--- config.mk ---
export PLATFORM = sky130hd
export DESIGN_NAME = lsu_rdata_router
export DESIGN_NICKNAME = d
export VERILOG_FILES = /design/src/rtl/lsu_router_pkg.sv /design/src/rtl/lsu_addr_decode.sv /design/src/rtl/lsu_rdata_router.sv
export SDC_FILE = /design/constraint.sdc
export NUM_CORES = 1
export LEC_CHECK = 0
export CAP_MARGIN = 40
export CORE_ASPECT_RATIO = 0.6
export CORE_MARGIN = 2
export CORE_UTILIZATION = 23
export CTS_CLUSTER_SIZE = 40
export DETAILED_ROUTE_END_ITERATION = 8
export GPL_TIMING_DRIVEN = 1
export PLACE_DENSITY = 0.65
export SETUP_SLACK_MARGIN = 0.05
export SLEW_MARGIN = 20
export SYNTH_ARGS = -nofsm -noshare
export SYNTH_HDL_FRONTEND = slang
export SYNTH_SLANG_ARGS = --single-unit
--- constraint.sdc ---
create_clock -name clk -period 1.7 [get_ports clk]
set_clock_uncertainty 0.15 [all_clocks]
set_input_delay 0.425 -clock clk [delete_from_list [all_inputs] [get_ports clk]]
set_output_delay 0.425 -clock clk [all_outputs]
set_load 0.1 [all_outputs]
--- src/rtl/lsu_router_pkg.sv ---
// rtl/lsu_router_pkg.sv - shared state encoding, error data and default slave address map.
package lsu_router_pkg;

  typedef enum logic [1:0] {
    ST_IDLE   = 2'd0,
    ST_ACCESS = 2'd1,
    ST_WAIT   = 2'd2,
    ST_RESP   = 2'd3
  } state_t;

  localparam logic [31:0] ERR_RDATA = 32'hDEADBEEF;

  // Index 0 is the leftmost entry, so the literal reads slave 0 first.
  localparam logic [0:3][31:0] DEF_SLV_BASE = {32'h0000_0000, 32'h0000_1000, 32'h0000_2000, 32'h0000_4000};
  localparam logic [0:3][31:0] DEF_SLV_MASK = {32'hFFFF_F000, 32'hFFFF_F000, 32'hFFFF_E000, 32'hFFFF_C000};

endpackage

--- src/rtl/lsu_addr_decode.sv ---
// rtl/lsu_addr_decode.sv - combinational base/mask decoder; lowest matching slave wins.
module lsu_addr_decode
  import lsu_router_pkg::*;
#(
  parameter int                         N_SLV    = 4,
  parameter logic [0:N_SLV-1][31:0]     SLV_BASE = DEF_SLV_BASE,
  parameter logic [0:N_SLV-1][31:0]     SLV_MASK = DEF_SLV_MASK
) (
  input  logic [31:0]      addr,
  output logic [N_SLV-1:0] hit,
  output logic             miss
);

  logic found;

  always_comb begin
    hit   = '0;
    found = 1'b0;
    for (int i = 0; i < N_SLV; i++) begin
      if (!found && ((addr & SLV_MASK[i]) == SLV_BASE[i])) begin
        hit[i] = 1'b1;
        found  = 1'b1;
      end
    end
    miss = !found;
  end

endmodule

--- src/rtl/lsu_rdata_router.sv ---
// rtl/lsu_rdata_router.sv - routes one LSU access at a time to a decoded slave and returns its response.
// Optional WAIT timeout is built only when ROUTER_TIMEOUT_EN is defined.
module lsu_rdata_router
  import lsu_router_pkg::*;
#(
  parameter int                     N_SLV    = 4,
  parameter logic [0:N_SLV-1][31:0] SLV_BASE = DEF_SLV_BASE,
  parameter logic [0:N_SLV-1][31:0] SLV_MASK = DEF_SLV_MASK,
  parameter int                     TIMEOUT  = 16
) (
  input  logic                  clk,
  input  logic                  rst_n,
  input  logic                  req_valid,
  output logic                  req_ready,
  input  logic [31:0]           req_addr,
  input  logic                  req_we,
  input  logic [31:0]           req_wdata,
  input  logic [3:0]            req_be,
  output logic [N_SLV-1:0]      slv_sel,
  output logic [31:0]           slv_addr,
  output logic                  slv_we,
  output logic [31:0]           slv_wdata,
  output logic [3:0]            slv_be,
  input  logic [N_SLV-1:0]      slv_rvalid,
  input  logic [N_SLV*32-1:0]   slv_rdata,
  output logic                  rsp_valid,
  output logic [31:0]           rsp_rdata,
  output logic                  rsp_err
);

  state_t            state_q, state_d;
  logic [N_SLV-1:0]  hit;
  logic              miss;
  logic [N_SLV-1:0]  sel_q;
  logic              accept;
  logic              sel_rvalid;
  logic [31:0]       sel_rdata;
  logic              rsp_ld;
  logic              rsp_err_d;
  logic [31:0]       rsp_rdata_d;

  lsu_addr_decode #(
    .N_SLV    (N_SLV),
    .SLV_BASE (SLV_BASE),
    .SLV_MASK (SLV_MASK)
  ) u_decode (
    .addr (req_addr),
    .hit  (hit),
    .miss (miss)
  );

  assign accept     = (state_q == ST_IDLE) && req_valid;
  assign req_ready  = (state_q == ST_IDLE);
  assign rsp_valid  = (state_q == ST_RESP);
  // sel_q persists through WAIT for the rdata mux; the bus select is ACCESS-only.
  assign slv_sel    = (state_q == ST_ACCESS) ? sel_q : '0;
  assign sel_rvalid = |(slv_rvalid & sel_q);

  always_comb begin
    sel_rdata = '0;
    for (int i = 0; i < N_SLV; i++) begin
      if (sel_q[i]) sel_rdata = sel_rdata | slv_rdata[32*i +: 32];
    end
  end

`ifdef ROUTER_TIMEOUT_EN
  localparam int CW = (TIMEOUT > 2) ? $clog2(TIMEOUT) : 1;
  logic [CW-1:0] wait_cnt;
  logic          timed_out;

  assign timed_out = (wait_cnt == CW'(TIMEOUT - 1));

  always_ff @(posedge clk or negedge rst_n) begin
    if (!rst_n)                 wait_cnt <= '0;
    else if (state_q == ST_WAIT) wait_cnt <= wait_cnt + 1'b1;
    else                        wait_cnt <= '0;
  end
`endif

  always_ff @(posedge clk or negedge rst_n) begin
    if (!rst_n) state_q <= ST_IDLE;
    else        state_q <= state_d;
  end

  always_comb begin
    state_d     = state_q;
    rsp_ld      = 1'b0;
    rsp_err_d   = 1'b0;
    rsp_rdata_d = '0;
    case (state_q)
      ST_IDLE: begin
        if (req_valid) begin
          if (miss) begin
            state_d     = ST_RESP;
            rsp_ld      = 1'b1;
            rsp_err_d   = 1'b1;
            rsp_rdata_d = ERR_RDATA;
          end else begin
            state_d = ST_ACCESS;
          end
        end
      end
      ST_ACCESS: begin
        if (slv_we) begin
          state_d = ST_RESP;
          rsp_ld  = 1'b1;
        end else if (sel_rvalid) begin
          state_d     = ST_RESP;
          rsp_ld      = 1'b1;
          rsp_rdata_d = sel_rdata;
        end else begin
          state_d = ST_WAIT;
        end
      end
      ST_WAIT: begin
        if (sel_rvalid) begin
          state_d     = ST_RESP;
          rsp_ld      = 1'b1;
          rsp_rdata_d = sel_rdata;
        end
`ifdef ROUTER_TIMEOUT_EN
        else if (timed_out) begin
          state_d     = ST_RESP;
          rsp_ld      = 1'b1;
          rsp_err_d   = 1'b1;
          rsp_rdata_d = ERR_RDATA;
        end
`endif
      end
      ST_RESP: state_d = ST_IDLE;
      default: state_d = ST_IDLE;
    endcase
  end

  always_ff @(posedge clk or negedge rst_n) begin
    if (!rst_n) begin
      sel_q     <= '0;
      slv_addr  <= '0;
      slv_we    <= 1'b0;
      slv_wdata <= '0;
      slv_be    <= '0;
      rsp_rdata <= '0;
      rsp_err   <= 1'b0;
    end else begin
      if (accept) begin
        sel_q     <= hit;
        slv_addr  <= req_addr;
        slv_we    <= req_we;
        slv_wdata <= req_wdata;
        slv_be    <= req_be;
      end
      if (rsp_ld) begin
        rsp_rdata <= rsp_rdata_d;
        rsp_err   <= rsp_err_d;
      end
    end
  end

endmodule

Yosys cells after proc, flatten, opt, wreduce, memory -nomap -nowiden
Index checks and enable logic that the tools add are counted.

cells by class
  add/sub/neg operators = 0
  multipliers = 0
  div/mod/pow operators = 0
  $lt $le $gt $ge = 0
  eq/ne operators = 8
  shifts and indexed selects = 0
  mux-type cells = 29
  bitwise logic cells = 4
  reduce and logical (&&, ||, !) cells = 11

operators by type and width
  kind                 number
  $mux 32              8
  $or 32x32->32        3
  $pmux 32 s3          1
  $logic_not 32->1     1
  $eq 20x1->1 const B  1
  $eq 19x1->1 const B  1
  $eq 18x1->1 const B  1
  $mux 1               14
  $pmux 2 s4           1
  $mux 2               3
  $and 4x4->4          1
  $eq 2x2->1 const B   2
  $logic_and 1x1->1    4
  $mux 4               1
  $ne 2x2->1 const B   2
  $reduce_or 4->1      1
  $logic_not 1->1      3
  $pmux 1 s3           1
  $eq 2x1->1 const B   1
  $logic_not 2->1      1
  $reduce_and 2->1     1

storage, ports and cells
  register bits after elaboration = 108
  latch bits = 0
  bits in writable memories = 0
  ROM bits = 0
  output and inout bits = 108
  logic and storage cells = 60
  memories kept = 0

Logic depth before layout (Yosys ltp)
  word-level depth = 14
  depth in mapped cells = 9

Hierarchy
Synthesis repeated with hierarchy kept, for this count alone.

unflattened totals
  cells, all modules = 388
  area, all modules = 5143.7 um^2

modules (own cells, without submodules)
  module            times used  cells an instance  area an instance (um^2)  sequential area each (um^2)
  lsu_rdata_router  1           372                5042.3                   2702.6
  lsu_addr_decode   1           16                 101.3                    0.0

Worst setup path after synthesis
OpenSTA, ideal clock, no wires.

  kind = reg-to-reg
  start point = register state_q[0]
  end point = register slv_addr[10]
  library setup time = 0.128 ns
  arrival time = 2.304 ns
  required time = 1.422 ns
  setup slack = -0.882 ns
  cell stages (with the launch flop) = 7
  path buffers = 2
  clock period less this slack = 2.582 ns
  cells stage by stage = dfrtp_1 > inv_1 > ha_1 > nand2_1 > buf_2 > buf_2 > mux2_1

on the way
  cells in the longest elaborated chain, start to end = 2

RTL lines
  item                    RTL line                 RTL
  from (decl)             lsu_rdata_router.sv:31   state_t state_q, state_d;
  from (signal assigned)  lsu_rdata_router.sv:82   else state_q <= state_d;
  $logic_not 2->1         -
  named net req_ready     lsu_rdata_router.sv:14   output logic req_ready,
  $logic_and 1x1->1       lsu_rdata_router.sv:52   assign accept = (state_q == ST_IDLE) && req_valid;
  to (signal assigned)    lsu_rdata_router.sv:147  slv_addr <= req_addr;
  to (decl)               lsu_rdata_router.sv:20   output logic [31:0] slv_addr,

The timed path passes the listed nets, and every way through them passes these cells.
A chain may end at the register's enable or synchronous reset.

Worst setup path in the final report
  start point = register state_q[1]
  end point = output port slv_sel[1]

on the way
  cells in the longest elaborated chain, start to end = 2

RTL lines
  item        RTL line                RTL
  $eq 2x1->1  lsu_rdata_router.sv:56  assign slv_sel = (state_q == ST_ACCESS) ? sel_q : '0;
  $mux 4      lsu_rdata_router.sv:56
  to (decl)   lsu_rdata_router.sv:19  output logic [N_SLV-1:0] slv_sel,

No other way between the ends.

==> impl_metrics.tcl <==
set metrics [dict create \
    cp_slowest_cell "dfrtp_1" \
    vias_per_cell 4.68 \
    critical-path-top-delay-family "flip-flops" \
    drc_errors 0 \
    clockBufferDepth 2 \
    track_usage_pct 16.8 \
    num_rows 43 \
    min_period_over_period_pct 117 \
    status "finished, violations left" \
    relSlewSlack_pct 72.0 \
    antenna_cells 0 \
    cp.arrival_ns 1.42 \
    coreArea_sq_um 23300 \
    drive_above_1_share_pct 41.2 \
    rsz0062_at_grt "true" \
    placedInstanceArea_sq_um 10400 \
    cts_root_buffer "clkbuf_16" \
    clk_latency_ns 0.35 \
    grt_pass1_vias 5524 \
    criticalPathCategory "flop to output pin" \
    drt_pass1_iterations 4 \
    yosys.area.top_type "dfrtp_1" \
    yosysTopAreaCellShare_pct 49.0 \
    hp-class "input pin to async pin" \
    p_per_area_nw_per_um2 2260 \
    crit_buf_inv 3 \
    ys_ff_latch 108 \
    synth-async-reset-ratio_pct 100 \
    place_ws_ns -0.636 \
    r2r_end "rsp_rdata[0]" \
    max_clock_freq_ghz 0.502 \
    irDropWorstVdd_mv 2.03 \
    p_leak_nw 5.03 \
    start_kind "flop" \
    instances_no_fill 1142 \
    layout_setup_ws_ns -0.293 \
    worst_pin_slew_ns 0.420 \
    overflow 0 \
    clock_sinks 108 \
    period_needed_ns 1.99 \
    place_congestion 0.775 \
    routed-via-count 5347 \
    endpoint_kind "output pin" \
    drt_wl_total_mm 22.9 \
    tns_ns -18.42 \
    cts_tree "built" \
    die_x_um 204 \
    yosysMostFrequentCell "dfrtp_1" \
    die_area_sq_um 25300 \
    synth_cells 469 \
    path_max_fanout 4 \
    reg2regPathDepth 10 \
    synth_edf_count 0 \
    p_total_mw 26.2 \
    drt_iter0_markers 325 \
    place_inst 1096 \
    cts_made_buffers 9 \
    cts_max_level 3 \
    area_growth_pct 111 \
    netlist_top_cells_area "dfrtp_1 49%, mux2_1 13%, a22oi_1 8.8%, a32oi_2 5.9%, nand2_1 5.0%" \
    io_buffers 311 \
    hold_viol 0 \
    r2r-start "state_q[0]" \
    ant_nets 0 \
    cpPeakStageDelay_ns 0.41 \
    wl_per_cell_um 20.0 \
    finish.instance_area_sq_um 11600 \
    syn_nets 678 \
    synth_top_flop_cell "dfrtp_1" \
    hold_ws_ns 0.364 \
    grt_pass1_wl_mm 32.3 \
    antenna_found_initial 0 \
    clk_pin_slew_worst_paths_ns 0.08 \
    fin_util_pct 49.9 \
    grt_max_degree 45 \
    dp_hpwl_mm 15.9 \
    finalSetupViolations 114 \
    ys_top_cells_by_count "108 x dfrtp_1, 73 x nand2_1, 66 x mux2_1" \
    dieHeight_um 124 \
    initial_core_util_pct 23.7 \
    nNetsFinal 1031 \
    failed_checks "negative setup slack" \
    yosysWarningCount 0 \
    r2r_setup_slack_ns -0.23 \
    yosysSeqAreaShare_pct 49.0 \
    slew_viol_final 0 \
    num_io_pins 312 \
    path_cells "inv_2 > ha_4 > buf_6 > and2_4 > buf_12" \
    synthesis.area_sq_um 5520 \
    ys_types 44 \
    syn_area_per_cell_sq_um 11.8 \
    crit_required_ns 1.12 \
    cap_violations 0 \
]
==> cell usage in the layout, fill, tap and decap left out, types with 5 or more instances in the layout <==
cell type and n:
clkbuf_16 12, nand2_1 68, mux2_4 66, buf_4 25, dfrtp_1 106, nand3_2 7, dlygate4sd2_1 11, clkdlybuf4s50_1 191
nor3_1 23, o22ai_2 5, a32oi_2 20, buf_12 123, a22oi_1 64, buf_6 25, nor2_4 5
==> per-layer routing <==
layer / vias up / routed length, um / global-route usage [%]
met5: - / 0 / 0
met4: 0 / 240 / 3.65
met3: 20 / 1640 / 5.26
met2: 171 / 10600 / 26.5
met1: 2694 / 10400 / 22.8
li1: 2462 / - / -
==> sequential cells by signal (all words and copies together) (netlist names) <==
name       cells
rsp_rdata     32
slv_wdata     32
slv_addr      32
state_q        2
slv_we         1
slv_be         4
sel_q          4
rsp_err        1
==> repair_timing <==
item | 4_1_cts | 5_1_grt
buffers inserted | 15 | 5
hold buffers | 1 | 0
pin swaps | 13 | 23
cloned | 7 | 5
endpoints found under the setup margin | 109 | 115
gates resized for setup | 68 | 87
hold endpoints to repair | 12 | 0
==> logic make-up (layout without fill, tap and decap cells) <==
logic type,count (synthesis),count (layout),share of synthesized area [%]
compound gates,116,116,19.9
buf+inv,46,403,4.88
fa+ha+maj,5,5,1.13
simple gates,128,129,11.6
flops,108,108,49.0
mux,66,66,13.5
==> final cells by class <==
class                           count  area (sq um)
Clock buffer                       11           253
Tap cell                          315           394
Fill cell                        1994         11700
Sequential cell                   108          2710
Multi-Input combinational cell    316          3090
Inverter                            4          20.0
Timing Repair Buffer              383          5130
Clock inverter                      5          35.0
==> how the worst max path moves through the flow <==
stage / depth (start not counted) / end / start
3_5_place_dp: 6 / sel_q[0] / req_addr[21]
5_1_grt: 5 / req_ready / state_q[0]
6_report: 5 / slv_sel[1] / state_q[1]
4_1_cts: 5 / req_ready / state_q[0]
2_1_floorplan: 6 / slv_addr[21] / state_q[1]
3_3_place_gp: 6 / sel_q[0] / req_addr[21]
==> report_power, final <==
group	total [mW]	switching [mW]	internal (mW)
Combinational	19.1	11.3	7.81
Sequential	5.05	1.31	3.74
Clock	2.09	1.01	1.08
Total	26.2	13.6	12.6
Power figures use the tool's default switching activity.
